**src/rtl/i2c_pkg.sv**
```systemverilog
// Shared state encoding and bus-level constants for the I2C target and its helpers.
package i2c_pkg;

    typedef enum logic [2:0] {
        S_IDLE,
        S_ADDR,
        S_ADDR_ACK,
        S_RX,
        S_RX_ACK,
        S_TX,
        S_TX_ACK
    } i2c_state_t;

    // SDA levels as seen on the wire during the acknowledge slot.
    localparam logic ACK  = 1'b0;
    localparam logic NACK = 1'b1;

    // The general-call address (all zeros) is never claimed.
    function automatic logic addr_match(input logic [6:0] rcvd, input logic [6:0] own);
        return (rcvd == own) && (rcvd != 7'd0);
    endfunction

endpackage

```
**src/rtl/i2c_line_sync.sv**
```systemverilog
// Synchronises raw SCL/SDA pins and derives SCL edges plus START/STOP conditions.
module i2c_line_sync #(
    parameter int SYNC_STAGES = 2
) (
    input  logic clk,
    input  logic resetn,
    input  logic scl_i,
    input  logic sda_i,
    output logic scl_rise,
    output logic scl_fall,
    output logic sda_s,
    output logic start,
    output logic stop
);

    logic [SYNC_STAGES-1:0] sclSync_q;
    logic [SYNC_STAGES-1:0] sdaSync_q;
    logic                   sclPrev_q;
    logic                   sdaPrev_q;
    logic                   sclNow;

    always_ff @(posedge clk or negedge resetn) begin
        if (!resetn) begin
            sclSync_q <= '1;
            sdaSync_q <= '1;
            sclPrev_q <= 1'b1;
            sdaPrev_q <= 1'b1;
        end else begin
            sclSync_q <= {sclSync_q[SYNC_STAGES-2:0], scl_i};
            sdaSync_q <= {sdaSync_q[SYNC_STAGES-2:0], sda_i};
            sclPrev_q <= sclSync_q[SYNC_STAGES-1];
            sdaPrev_q <= sdaSync_q[SYNC_STAGES-1];
        end
    end

    assign sclNow   = sclSync_q[SYNC_STAGES-1];
    assign sda_s    = sdaSync_q[SYNC_STAGES-1];
    assign scl_rise = sclNow & ~sclPrev_q;
    assign scl_fall = ~sclNow & sclPrev_q;

    // SCL must be high on both samples so an SDA change next to an SCL edge is not misread.
    assign start = sclNow & sclPrev_q & sdaPrev_q & ~sda_s;
    assign stop  = sclNow & sclPrev_q & ~sdaPrev_q & sda_s;

endmodule

```
**src/rtl/i2c_target.sv**
```systemverilog
// I2C target: decodes address/data on the bus, acks writes and serves read bytes, no clock stretching.
module i2c_target
    import i2c_pkg::*;
#(
    parameter logic [6:0] ADDR        = 7'h42,
    parameter int         SYNC_STAGES = 2
) (
    input  logic       clk,
    input  logic       resetn,
    input  logic       scl_i,
    input  logic       sda_i,
    output logic       sda_oe,
    output logic [7:0] rx_data,
    output logic       rx_valid,
    output logic       rx_first,
    input  logic [7:0] tx_data,
    output logic       tx_req,
    output logic       start_det,
    output logic       stop_det,
    output logic       busy
);

    logic sclRise;
    logic sclFall;
    logic sdaS;
    logic startSeen;
    logic stopSeen;

    i2c_line_sync #(
        .SYNC_STAGES(SYNC_STAGES)
    ) u_line_sync (
        .clk      (clk),
        .resetn   (resetn),
        .scl_i    (scl_i),
        .sda_i    (sda_i),
        .scl_rise (sclRise),
        .scl_fall (sclFall),
        .sda_s    (sdaS),
        .start    (startSeen),
        .stop     (stopSeen)
    );

    i2c_state_t state_q;
    logic [6:0] shift_q;
    logic [2:0] bitCnt_q;
    logic       byteDone_q;
    logic       rw_q;
    logic       first_q;
    logic       ackBit_q;
    logic       sdaOe_q;
    logic [7:0] rxData_q;
    logic       rxValid_q;
    logic       rxFirst_q;
    logic       txReq_q;
    logic       startDet_q;
    logic       stopDet_q;
    logic       busy_q;

    logic [7:0] shiftIn;
    logic       lastBit;

    // Only seven bits are stored: on transmit the MSB goes straight to SDA when the byte is loaded.
    assign shiftIn = {shift_q, sdaS};
    assign lastBit = (bitCnt_q == 3'd7);

    always_ff @(posedge clk or negedge resetn) begin
        if (!resetn) begin
            state_q    <= S_IDLE;
            shift_q    <= '0;
            bitCnt_q   <= '0;
            byteDone_q <= 1'b0;
            rw_q       <= 1'b0;
            first_q    <= 1'b0;
            ackBit_q   <= NACK;
            sdaOe_q    <= 1'b0;
            rxData_q   <= '0;
            rxValid_q  <= 1'b0;
            rxFirst_q  <= 1'b0;
            txReq_q    <= 1'b0;
            startDet_q <= 1'b0;
            stopDet_q  <= 1'b0;
            busy_q     <= 1'b0;
        end else begin
            rxValid_q  <= 1'b0;
            txReq_q    <= 1'b0;
            startDet_q <= 1'b0;
            stopDet_q  <= 1'b0;

            if (startSeen) begin
                startDet_q <= 1'b1;
                bitCnt_q   <= '0;
                byteDone_q <= 1'b0;
                sdaOe_q    <= 1'b0;
                state_q    <= S_ADDR;
            end else if (stopSeen) begin
                stopDet_q  <= 1'b1;
                byteDone_q <= 1'b0;
                sdaOe_q    <= 1'b0;
                busy_q     <= 1'b0;
                state_q    <= S_IDLE;
            end else begin
                case (state_q)
                    S_IDLE: begin
                        byteDone_q <= 1'b0;
                    end

                    S_ADDR: begin
                        if (sclRise && !byteDone_q) begin
                            shift_q  <= shiftIn[6:0];
                            bitCnt_q <= bitCnt_q + 3'd1;
                            if (lastBit) begin
                                if (addr_match(shiftIn[7:1], ADDR)) begin
                                    byteDone_q <= 1'b1;
                                    busy_q     <= 1'b1;
                                    rw_q       <= shiftIn[0];
                                end else begin
                                    busy_q  <= 1'b0;
                                    state_q <= S_IDLE;
                                end
                            end
                        end else if (sclFall && byteDone_q) begin
                            byteDone_q <= 1'b0;
                            sdaOe_q    <= 1'b1;
                            state_q    <= S_ADDR_ACK;
                        end
                    end

                    S_ADDR_ACK: begin
                        if (sclFall) begin
                            bitCnt_q <= '0;
                            if (!rw_q) begin
                                sdaOe_q <= 1'b0;
                                first_q <= 1'b1;
                                state_q <= S_RX;
                            end else begin
                                txReq_q <= 1'b1;
                                shift_q <= tx_data[6:0];
                                sdaOe_q <= ~tx_data[7];
                                state_q <= S_TX;
                            end
                        end
                    end

                    S_RX: begin
                        if (sclRise && !byteDone_q) begin
                            shift_q  <= shiftIn[6:0];
                            bitCnt_q <= bitCnt_q + 3'd1;
                            if (lastBit) begin
                                rxData_q   <= shiftIn;
                                rxValid_q  <= 1'b1;
                                rxFirst_q  <= first_q;
                                first_q    <= 1'b0;
                                byteDone_q <= 1'b1;
                            end
                        end else if (sclFall && byteDone_q) begin
                            byteDone_q <= 1'b0;
                            sdaOe_q    <= 1'b1;
                            state_q    <= S_RX_ACK;
                        end
                    end

                    S_RX_ACK: begin
                        if (sclFall) begin
                            bitCnt_q <= '0;
                            sdaOe_q  <= 1'b0;
                            state_q  <= S_RX;
                        end
                    end

                    S_TX: begin
                        if (sclFall) begin
                            bitCnt_q <= bitCnt_q + 3'd1;
                            if (lastBit) begin
                                sdaOe_q  <= 1'b0;
                                ackBit_q <= NACK;
                                state_q  <= S_TX_ACK;
                            end else begin
                                sdaOe_q <= ~shift_q[6];
                                shift_q <= {shift_q[5:0], 1'b0};
                            end
                        end
                    end

                    S_TX_ACK: begin
                        if (sclRise) begin
                            ackBit_q <= sdaS;
                        end else if (sclFall) begin
                            bitCnt_q <= '0;
                            if (ackBit_q == ACK) begin
                                txReq_q <= 1'b1;
                                shift_q <= tx_data[6:0];
                                sdaOe_q <= ~tx_data[7];
                                state_q <= S_TX;
                            end else begin
                                sdaOe_q <= 1'b0;
                                state_q <= S_IDLE;
                            end
                        end
                    end

                    default: begin
                        sdaOe_q <= 1'b0;
                        state_q <= S_IDLE;
                    end
                endcase
            end
        end
    end

    assign sda_oe    = sdaOe_q;
    assign rx_data   = rxData_q;
    assign rx_valid  = rxValid_q;
    assign rx_first  = rxFirst_q;
    assign tx_req    = txReq_q;
    assign start_det = startDet_q;
    assign stop_det  = stopDet_q;
    assign busy      = busy_q;

endmodule

```
**config.mk**
```make
export PLATFORM = sky130hd
export DESIGN_NAME = i2c_target
export DESIGN_NICKNAME = d
export VERILOG_FILES = /design/src/rtl/i2c_pkg.sv /design/src/rtl/i2c_line_sync.sv /design/src/rtl/i2c_target.sv
export SDC_FILE = /design/constraint.sdc
export NUM_CORES = 1
export LEC_CHECK = 0
export ABC_AREA = 0
export BUFFER_PORTS_ARGS = -buffer_cell sky130_fd_sc_hd__buf_2
export CAP_MARGIN = 20
export CORE_MARGIN = 2
export CORE_UTILIZATION = 57
export DETAILED_ROUTE_END_ITERATION = 7
export PLACE_DENSITY = 0.79
export SLEW_MARGIN = 20
export SYNTH_ARGS = -nofsm -noshare
export SYNTH_HDL_FRONTEND = slang
export SYNTH_HIERARCHICAL = 1
export SYNTH_SLANG_ARGS = --single-unit
```
**constraint.sdc**
```tcl
create_clock -name clk -period 2.17 [get_ports clk]
set_input_delay 0.217 -clock clk [delete_from_list [all_inputs] [get_ports clk]]
set_output_delay 0.217 -clock clk [all_outputs]
set_load 0.03 [all_outputs]
```
==> run_results.csv <==
group,metric,value,unit
outcome,status,"complete, no violations",
detailed_routing,first_pass_iters,4,
pwr,power.leakage,1.14,nW
yosys,synth_area_leader_cell,"dfrtp_1",
cts,numCtsBuffers,5,
yosys,synth_most_common_cell,"dfrtp_1",
setup_path,crit_fanout,7,
place,gp_congestion,0.905,
die,die_area,4060,sq um
setup_path,cp.required,2.41,ns
yosys,ys_warn_count,6,
yosys,seq_area_frac_synth,47.2,%
cts,clk_path_buf_depth,2,
die,die_h,63.7,microns
cells_and_area,area_growth,15.2,%
die,core,3390,sq um
grt,grt_pass1_vias,1539,
cells_and_area,fin_cells,264,
timing,setup_viol,0,
yosys,synth_ff_type,"dfrtp_1",
yosys,synthTopCellsByArea,"dfrtp_1, dfstp_2, mux2_4",
grt,antenna_found_initial,0,
yosys,synthesis.area,2030,sq um
pwr,power.density,845,nW/um^2
grt,grt_pass1_wl,7.39,mm
die,start_util,59.9,%
cts,cts_root_buf,"clkbuf_4",
timing,finalSetupTns,0,ns
yosys,yosys_register_bits,38,
timing,finClkSkew,0.00641,ns
cts,cts_tree,"yes",
detailed_routing,num_vias,1559,
setup_path,path_class,"flip-flop to flip-flop",
yosys,yosysTopAreaCellShare,38.2,%
worst_hold_path,hold_path.class,"input pin to flip-flop",
detailed_routing,drc_errors,0,
setup_path,slowest_delay,0.42,ns
cts,cts.sinks,38,
place,dp_cells,253,
cts,htreeDepth,2,
timing,hold_viol,0,
cts,worstSkewPairLatency,0.35,ns
timing,rsz0062_at_grt,"false",
yosys,synth.net_count,192,
die,fp-row-count,21,
yosys,syn_inst,178,
setup_path,end_kind,"flip-flop",
cells_and_area,drive_gt1_share,38.1,%
timing,finalCriticalPeriod,2.06,ns
setup_path,crit_top_cell,"ha_1",
cells_and_area,insertedDiodeCount,0,
detailed_routing,wl,4.39,mm
yosys,syn_avg_cell_area,11.4,sq um
grt,grt_usage,23.7,%
timing,min_period_over_period,95.0,%
place,portBuffers,26,
timing,slew_viol_final,0,
grt,globalRouteOverflowTotal,0,
detailed_routing,drtIter0Drc,212,
timing,max_slew_margin,45.1,%
yosys,synth_cell_types,53,
setup_path,crit_slowest_cell,"dfrtp_1",
setup_path,worstPathArrival,2.31,ns
yosys,ys_top_cells_by_count,"dfrtp_1, nand2_1, mux2_2",
place,dp_hpwl,3.25,mm
die,die_x,63.7,microns
cells_and_area,final_util,69.1,%
timing,tightest_slew,0.824,ns
setup_path,path_cells,"ha_1 > ha_1 > nand2b_1 > nand3_1 > o2111ai_2 > nor2_4 > mux2_4",
detailed_routing,vias_per_cell,5.91,
setup_path,crit_path_start_kind,"flip-flop",
timing,fmax,485,MHz
pwr,ir_worst_vdd,0.608,mV
grt,grt_start_max_net_pins,39,
job,maxCapViolCount,0,
cts,path_clk_slew,0.11,ns
yosys,synth_edf_count,0,
cells_and_area,nNetsFinal,231,
detailed_routing,drtAntennaViolNets,0,
detailed_routing,post_drt_wl_per_cell,16.6,microns
die,io_pins,27,
cts,cts_setup_buffers,0,
yosys,async_flop_share,100,%
==> cells by family (layout without fill, tap and decap cells) <==
group	count (synthesis)	after routing	share of synthesized area, %
mux	27	27	16.3
simple gates	63	63	18.2
fa+ha+maj	2	2	1.23
compound gates	34	34	12.9
flops	38	38	47.2
buf+inv	14	54	4.19
==> layout by cell type, fill, tap and decap left out, types with 4 or more instances in the layout <==
| master | synthesis | layout |
|---|---|---|
| mux2_2 | 9 | 9 |
| o21ai_0 | 4 | 4 |
| dfrtp_1 | 31 | 31 |
| buf_2 | 2 | 26 |
| nor2_1 | 8 | 8 |
| a31oi_1 | 4 | 4 |
| buf_4 | 4 | 11 |
| dfstp_2 | 7 | 7 |
| nand2b_1 | 6 | 6 |
| clkbuf_4 | 0 | 5 |
| mux2_1 | 8 | 8 |
| inv_1 | 6 | 6 |
| nand2_1 | 18 | 18 |
| mux2_4 | 8 | 8 |
==> per-stage QoR <==
stage | power, mW | setup slack [ns] | instance area, sq um | hold WS, ns
after global routing | 2.09 | 0.00825 | 2340 | 0.201
after floorplan | 1.43 | 0.182 | 2030 | -0.0786
after CTS | 1.99 | 0.0830 | 2330 | 0.198
after detailed placement | 1.60 | 0.107 | 2240 | 0.324
final | 1.98 | 0.108 | 2340 | 0.199
after global placement | 1.57 | 0.148 | 2240 | 0.325
==> layer usage <==
layer  GRT usage (%)  vias up  part of all wire [%]
met5               0        -                     0
met4            7.88        0                   2.3
met3            5.36       11                   6.3
met2            39.9       67                    49
met1            30.0      757                    42
li1                -      724                     -
==> worst max-delay path, delay by kind of cell, from the launching register on <==
family	cells	cell delay, ns
and+or+nand+nor	3	0.59
adders and majority gates	2	0.48
DFF	1	0.42
muxes	1	0.33
AOI/OAI and AO/OA	1	0.15
==> timing repair <==
action / 4_1_cts / 5_1_grt
hold endpoints to repair: 33 / 0
setup endpoints to repair: 0 / 9
resized for setup: 0 / 2
hold buffers: 3 / 0
==> power by group <==
group | switching, mW | internal [mW]
sequential | 0.139 | 0.839
clock | 0.234 | 0.156
combinational | 0.283 | 0.327
total | 0.657 | 1.32
==> sequential cells by signal, indices dropped and copies added, names as in the netlist <==
| signal | flops |
|---|---|
| rx_data | 8 |
| shift_q | 7 |
| bitCnt_q | 3 |
| state_q | 3 |
| u_line_sync/sclSync_q | 2 |
| u_line_sync/sdaSync_q | 2 |
| ackBit_q | 1 |
| busy | 1 |
| byteDone_q | 1 |
| first_q | 1 |
| rw_q | 1 |
| rx_first | 1 |
| rx_valid | 1 |
| sda_oe | 1 |
| start_det | 1 |
| stop_det | 1 |
| tx_req | 1 |
| u_line_sync/sclPrev_q | 1 |
| u_line_sync/sdaPrev_q | 1 |
==> area by class of cell <==
cell class | count | area [sq um]
inverter | 6 | 22.5
multi-input combinational | 126 | 995
timing repair buffer | 40 | 243
fill | 241 | 1050
clock inverter | 2 | 12.5
sequential | 38 | 960
clock buffer | 6 | 51.3
tap | 46 | 57.6
==> worst paths after layout <==
path                                                 end  slack (ns)  cells after the start                      from
worst min register to register  u_line_sync/sdaSync_q[1]        0.37                      0  u_line_sync/sdaSync_q[0]
min in group asynchronous                     rx_data[2]        0.49                      2                    resetn
worst max register to register                shift_q[6]        0.11                      7               bitCnt_q[0]
worst max-delay path                          shift_q[6]        0.11                      7               bitCnt_q[0]
worst min-delay path                          shift_q[3]        0.20                      3                tx_data[3]
max in group asynchronous                     rx_data[5]        1.17                      2                    resetn
Power figures use the tool's default switching activity.
